===== src/rtl/lsu_ctrl.sv =====
// lsu_ctrl: load/store unit between the control unit and a word-wide data memory.
// Optional bus timeout is enabled by defining LSU_TIMEOUT_EN.
module lsu_ctrl #(
  parameter int ADDR_WIDTH = 32,
  parameter int TIMEOUT    = 16
) (
  input  logic                  clk,
  input  logic                  rst_n,
  input  logic                  MemRead,
  input  logic                  MemWrite,
  input  logic [1:0]            length,
  input  logic                  signExt,
  input  logic [ADDR_WIDTH-1:0] addr,
  input  logic [31:0]           wdata,
  output logic                  stall,
  output logic [31:0]           rdata,
  output logic                  misaligned,
  output logic                  bus_err,
  output logic                  mem_req,
  output logic                  mem_we,
  output logic [ADDR_WIDTH-1:0] mem_addr,
  output logic [3:0]            mem_be,
  output logic [31:0]           mem_wdata,
  input  logic                  mem_ready,
  input  logic [31:0]           mem_rdata
);

  typedef enum logic [1:0] {
    IDLE,
    REQ,
    DONE
  } state_t;

  state_t      state;
  logic [1:0]  off_q;
  logic [1:0]  len_q;
  logic        sext_q;
  logic        access;
  logic        aligned;
  logic        start;
  logic [3:0]  be_n;
  logic [31:0] wd_n;
  logic [31:0] sh;
  logic [31:0] ld;

`ifdef LSU_TIMEOUT_EN
  localparam int CW = $clog2(TIMEOUT + 1);
  logic [CW-1:0] cnt;
  logic          err_q;
  logic          expire;
  assign expire  = (cnt == CW'(TIMEOUT - 1));
  assign bus_err = (state == DONE) && err_q;
`else
  assign bus_err = 1'b0;
`endif

  assign access = MemRead | MemWrite;

  // Alignment check; length 11 behaves as a word.
  always_comb begin
    aligned = 1'b1;
    unique case (1'b1)
      length == 2'b00: aligned = 1'b1;
      length == 2'b01: aligned = ~addr[0];
      default:         aligned = (addr[1:0] == 2'b00);
    endcase
  end

  assign start      = (state == IDLE) && access && aligned;
  assign stall      = start || (state == REQ);
  assign misaligned = (state == IDLE) && access && !aligned;

  // Byte-enable and lane-replicated store data for the new request.
  always_comb begin
    be_n = 4'b1111;
    wd_n = wdata;
    unique case (1'b1)
      length == 2'b00: begin
        be_n = 4'b0001 << addr[1:0];
        wd_n = {4{wdata[7:0]}};
      end
      length == 2'b01: begin
        be_n = addr[1] ? 4'b1100 : 4'b0011;
        wd_n = {2{wdata[15:0]}};
      end
      default: begin
        be_n = 4'b1111;
        wd_n = wdata;
      end
    endcase
  end

  // Lane extraction and extension of the returned word (signExt=1 zero-fills).
  always_comb begin
    sh = mem_rdata >> {off_q, 3'b000};
    ld = sh;
    unique case (1'b1)
      len_q == 2'b00:
        ld = sext_q ? {24'h0, sh[7:0]}
                    : {{24{sh[7]}}, sh[7:0]};
      len_q == 2'b01:
        ld = sext_q ? {16'h0, sh[15:0]}
                    : {{16{sh[15]}}, sh[15:0]};
      default:
        ld = sh;
    endcase
  end

  // Access sequencer with registered memory-side outputs.
  always_ff @(posedge clk or negedge rst_n) begin
    if (!rst_n) begin
      state     <= IDLE;
      mem_req   <= 1'b0;
      mem_we    <= 1'b0;
      mem_addr  <= '0;
      mem_be    <= 4'b0;
      mem_wdata <= 32'h0;
      rdata     <= 32'h0;
      off_q     <= 2'b0;
      len_q     <= 2'b0;
      sext_q    <= 1'b0;
`ifdef LSU_TIMEOUT_EN
      cnt       <= '0;
      err_q     <= 1'b0;
`endif
    end else begin
      unique case (state)
        IDLE: begin
          if (start) begin
            mem_req   <= 1'b1;
            mem_we    <= MemWrite;
            mem_addr  <= {addr[ADDR_WIDTH-1:2], 2'b00};
            mem_be    <= be_n;
            mem_wdata <= wd_n;
            off_q     <= addr[1:0];
            len_q     <= length;
            sext_q    <= signExt;
`ifdef LSU_TIMEOUT_EN
            cnt       <= '0;
            err_q     <= 1'b0;
`endif
            state     <= REQ;
          end
        end
        REQ: begin
          if (mem_ready) begin
            mem_req <= 1'b0;
            if (!mem_we) rdata <= ld;
            state   <= DONE;
          end
`ifdef LSU_TIMEOUT_EN
          else if (expire) begin
            mem_req <= 1'b0;
            err_q   <= 1'b1;
            state   <= DONE;
          end else begin
            cnt <= cnt + 1'b1;
          end
`endif
        end
        DONE: state <= IDLE;
        default: state <= IDLE;
      endcase
    end
  end

endmodule

===== config.mk =====
export PLATFORM = sky130hd
export DESIGN_NAME = lsu_ctrl
export DESIGN_NICKNAME = d
export VERILOG_FILES = /design/src/rtl/lsu_ctrl.sv
export SDC_FILE = /design/constraint.sdc
export NUM_CORES = 1
export LEC_CHECK = 0
export CAP_MARGIN = 15
export CORE_ASPECT_RATIO = 0.75
export CORE_MARGIN = 2
export CORE_UTILIZATION = 43
export DETAILED_ROUTE_END_ITERATION = 8
export PLACE_DENSITY = 0.86
export SYNTH_ARGS = -nofsm -noshare
export SYNTH_HDL_FRONTEND = slang
export SYNTH_SLANG_ARGS = --single-unit

===== constraint.sdc =====
create_clock -name clk -period 2.5 [get_ports clk]
set_clock_uncertainty 0.15 [all_clocks]
set_input_delay 0.5 -clock clk [delete_from_list [all_inputs] [get_ports clk]]
set_output_delay 0.5 -clock clk [all_outputs]
set_load 0.02 [all_outputs]

==> Word level (Yosys, flattened, before mapping) <==
Cells that the tools add are included.
{ "word_totals": {"register_bits": 107, "inputBits": 104, "out_inout_bits": 105, "wordCells": 47} }
{ "op_classes": {"eq_ne": 5, "n_shift": 2, "mux": 13, "bitwise": 3, "reduce_logical": 14} }
{ "ops": {"columns": ["operator", "count"], "rows": [
  ["32-bit one-hot mux with 2 select lines", 2],
  ["32-bit two-way mux", 2],
  ["32-bit by 5-bit right shift with 32-bit output", 1],
  ["2-bit zero test", 4],
  ["4-bit one-hot mux with 2 select lines", 1],
  ["2-bit by 1-bit == test with 1-bit output, second input constant", 3],
  ["3-bit AND reduction", 2],
  ["2-bit two-way mux", 2],
  ["4-bit two-way mux", 1],
  ["2-bit != test, second input constant", 2],
  ["1-bit one-hot mux with 2 select lines", 2],
  ["2-bit one-hot mux with 2 select lines", 1],
  ["2-bit AND reduction", 2],
  ["1-bit by 2-bit left shift with 4-bit output, first input constant", 1],
  ["1-bit logical AND", 3],
  ["1-bit two-way mux", 2],
  ["1-bit NOT", 2],
  ["2-bit nonzero test", 1],
  ["1-bit zero test", 1],
  ["1-bit logical OR", 1],
  ["1-bit OR", 1]
]} }

==> Longest topological paths before layout <==
Gate-level depths: netlist of run 1.
{ "logic_depth": {"word_depth": 5, "ltp_mapped": 7, "ltp_nobuf": 4} }

==> Worst setup path before layout of run 1 <==
Ideal clock, no wire load.
{ "synth_timing": {"path_kind": "input-to-output", "start": "input port length[1]", "end": "output port stall", "arrival_time_ns": 1.574, "required_ns": 1.850, "slack_ns": 0.276, "stages": 6, "path_buffers": 3, "cell_sequence": "clkbuf_1 a21oi_1 o221ai_1 buf_2 buf_2 nand2_1"} }
{ "synth_via": {"elab_chain_len": 4, "word_cells_on_any_way": 5, "cone_classes": "1 x eq/ne; 1 x mux; 3 x reduce/logical"} }
{ "synth_rtl": {"columns": ["element", "line", "rtl"], "rows": [
  ["start: declaration", "11", "input logic [1:0] length,"],
  ["2-bit by 1-bit == test with 1-bit output / 2-bit zero test (equally long branches)", "64, 63", null],
  ["1-bit one-hot mux with 2 select lines (*)", "62", "unique case (1'b1)"],
  ["1-bit logical AND (*)", "69", "assign start = (state == IDLE) && access && aligned;"],
  ["1-bit logical OR (*)", "70", "assign stall = start || (state == REQ);"],
  ["end: declaration", "15", "output logic stall,"]
]} }
Mark *: on every way between the ends. The rest lies on a longest branch, timed or not.

==> Worst setup path in the final report of run 1 <==
{ "layout_timing": {"start": "input port addr[0]", "end": "output port misaligned"} }
{ "layout_via": {"elab_chain_len": 4, "word_cells_on_any_way": 5, "cone_classes": "1 x mux; 1 x bitwise; 3 x reduce/logical"} }
{ "layout_rtl": {"columns": ["element", "line", "rtl"], "rows": [
  ["start: declaration", "13", "input logic [ADDR_WIDTH-1:0] addr,"],
  ["2-bit zero test / 1-bit NOT (equally long branches)", "65, 64", null],
  ["1-bit one-hot mux with 2 select lines (*)", "62", null],
  ["1-bit zero test (*)", "71", "assign misaligned = (state == IDLE) && access && !aligned;"],
  ["1-bit logical AND (*)", "71", null],
  ["end: declaration", "17", "output logic misaligned,"]
]} }
Marked as above.

==> run_results.csv, run 1 <==
group,metric,value,unit
power,leakage,3.48,nW
timing,relSlewSlack,57.2,%
synth,synth_seq_cells,107,
finish,final_util,65.8,%
synth,synth.most_common_cell,"nand2_1",
floorplan,start_util,43.7,%
power,irDropWorstVdd,0.000529,V
cts,cts.clk_slew.worst_paths,0.08,ns
grt,grt_overflow_total,0,
grt,grt_pass1_wl,24000,microns
placement,port_buffers,205,
detailed_routing,drtIter0Drc,252,
finish,fin_area,0.00756,sq mm
timing,rsz0062_at_grt,"no",
detailed_routing,vias,4713,
hold_path,hold_path_class,"flop to flop",
floorplan,ioPinCount,209,
synth,synth_area_leader_cell,"dfrtp_1",
cts,ctsLongestPathBuffers,2,
placement,placed_area,0.00726,sq mm
synth,syn_inst,552,
setup_path,crit_type,"input pin to primary output",
placement,dp_cells,884,
cts,clk_root_buffer_cell,"clkbuf_16",
detailed_routing,met3_length,1130,microns
detailed_routing,wl,15200,microns
grt,grt_pass1_vias,4767,
cts,cts.sinks,107,
synth,ys.flop_type,"dfrtp_1",
timing,timing.fmax,0.411,GHz
finish,stdcell_count,901,
timing,fin_crit,2.43,ns
finish,num-nets-final,856,
floorplan,coreArea,0.0115,sq mm
floorplan,die_y,97.6,microns
setup_path,crit_required,1.85,ns
synth,synthTopCellsByArea,"dfrtp_1 (53%), nand2_1 (13%), mux2i_1 (8.6%)",
placement,hpwlAfterDp,11400,microns
setup_path,critPathArrivalTime,1.78,ns
floorplan,die_x,129,microns
detailed_routing,highest_layer,"met4",
synth,synth-async-reset-ratio,100,%
setup_path,crit_fanout,2,
finish,diodes,0,
detailed_routing,dr_wl_met2,7530,microns
synth,ys_seq_area_share,53.3,%
detailed_routing,wire_per_inst,16.9,microns
cts,cts_tree,"built",
synth,synth_top_area_share,53.3,%
grt,grt_max_degree,95,
grt,grt_usage,24.4,%
synth,syn_area_per_cell,9.10,sq um
detailed_routing,first_pass_iters,5,
cts,clk_latency,0.34,ns
cts,cts_buffers,9,
synth,synth_edf_count,0,
floorplan,placementRows,34,
placement,place_congestion,0.862,
synth,yosys_warnings,0,
setup_path,crit_path_end_kind,"primary output",
outcome,status,"finished clean",
grt,antenna_found_initial,0,
synth,yosysUniqueCellTypes,39,
detailed_routing,ant_nets,0,
detailed_routing,drt-met1-wl,6260,microns
power,power.total,8.70,mW
timing,final_max_slew_viol_count,0,
job,maxCapViolCount,0,
finish,drive_above_1_share,7.27,%
detailed_routing,drc_errors,0,
floorplan,dieArea,0.0126,sq mm
timing,min_period_over_period,97.3,%
timing,finalSetupViolCount,0,
synth,syn_area,0.00502,sq mm
timing,finalHoldViolCount,0,
finish,syn2layout_area_growth,50.4,%
detailed_routing,routed_via_density,5.23,
timing,tightest_slew,0.639,ns
synth,synthTopCellsByCount,"nand2_1 (176), dfrtp_1 (107), mux2i_1 (43), o21ai_0 (42), nor2_1 (35)",
setup_path,crit_path_start_kind,"input pin",
cts,htreeDepth,3,
power,power_density,1150,mW/mm^2
[cells in the final DEF (no fill, tap or decap), types with 2 or more instances in the layout]
cell,instances
clkdlybuf4s50_1,202
nand2_1,176
dfrtp_1,107
mux2i_1,43
o21ai_0,42
nor2_1,35
nand3_1,30
a21oi_1,27
buf_4,19
mux2_2,10
clkbuf_16,9
and2_1,5
inv_1,4
conb_1,3
inv_6,3
nor2_2,2
nor3_1,2
nand2b_1,2
nand3b_1,2
nor2b_1,2
o2bb2ai_1,2
and2_0,2
a32o_1,2
buf_12,2
[timing repair]
action | in CTS | in global routing
pin swaps | 0 | 0
hold buffers | 1 | 0
gates resized for setup | 2 | 3
hold endpoints to repair | 35 | 0
buffers inserted | 0 | 0
setup endpoints to repair | 2 | 2
[worst paths after layout]
check,startpoint,end,slack [ns],cells past startpoint
max,addr[0],misaligned,0.07,5
min,mem_addr[31],mem_addr[31],0.32,2
max reg2reg,off_q[1],rdata[14],0.50,5
min reg2reg,mem_addr[31],mem_addr[31],0.32,2
max in group asynchronous,rst_n,mem_wdata[3],0.96,3
min in group asynchronous,rst_n,mem_addr[29],0.53,2
[power breakdown]
group / switching, mW / leakage (nW) / internal, mW
registers: 0.492 / 1.32 / 2.49
clock network: 0.681 / 0.139 / 0.695
logic: 2.33 / 2.02 / 2.01
total: 3.51 / 3.48 / 5.19
[kinds of logic after synthesis]
logic type	Yosys count	synth area share (%)
simple gates	260	21.2
compound gates	86	9.86
other cells	1	0.0746
flops	107	53.3
buf+inv	44	4.21
mux	54	11.3
[sequential cells by signal, summed over array words and instances, names as in the netlist]
| signal | flops |
|---|---|
| len_q | 2 |
| mem_we | 1 |
| off_q | 2 |
| rdata | 32 |
| mem_addr | 30 |
| state | 2 |
| sext_q | 1 |
| mem_be | 4 |
| mem_wdata | 32 |
| mem_req | 1 |
[stage by stage]
| step | hold slack (ns) | setup WS [ns] | setup TNS, ns |
|---|---|---|---|
| floorplan | 0.0544 | 0.276 | 0 |
| global placement | 0.308 | -0.237 | -2.00 |
| detailed placement | 0.313 | -0.237 | -3.11 |
| CTS | 0.332 | 0.0375 | 0 |
| global route | 0.351 | 0.0204 | 0 |
| finish | 0.323 | 0.0668 | 0 |
[per-layer routing]
metal / GRT usage, % / vias up
met2: 40.5 / 175
li1: - / 2235
met3: 6.66 / 27
met4: 7.19 / 0
met1: 31.2 / 2276
met5: 0 / -
[worst max-delay path: stages]
cell             delay (ns)
clkdlybuf4s50_1        0.42
a21oi_1                0.31
buf_4                  0.18
nor3_1                 0.04
dlygate4sd2_1          0.34
[layout make-up]
type,count,area [sq um]
Fill cell,881,3930
Sequential cell,107,2680
Timing Repair Buffer,227,2240
Multi-Input combinational cell,403,2160
Clock buffer,9,225
Tap cell,144,180
Clock inverter,7,58.8
Inverter,4,15.0
(Power assumes the default switching activity.)
==> run 2: changes to the inputs <==
--- a/config.mk
+++ b/config.mk
@@ -5,7 +5,6 @@
 export SDC_FILE = /design/constraint.sdc
 export NUM_CORES = 1
 export LEC_CHECK = 0
-export CAP_MARGIN = 15
 export CORE_ASPECT_RATIO = 0.75
 export CORE_MARGIN = 2
 export CORE_UTILIZATION = 43
==> results of run 2 <==
The final DEF is identical to that of run 1; final timing and power are the same.
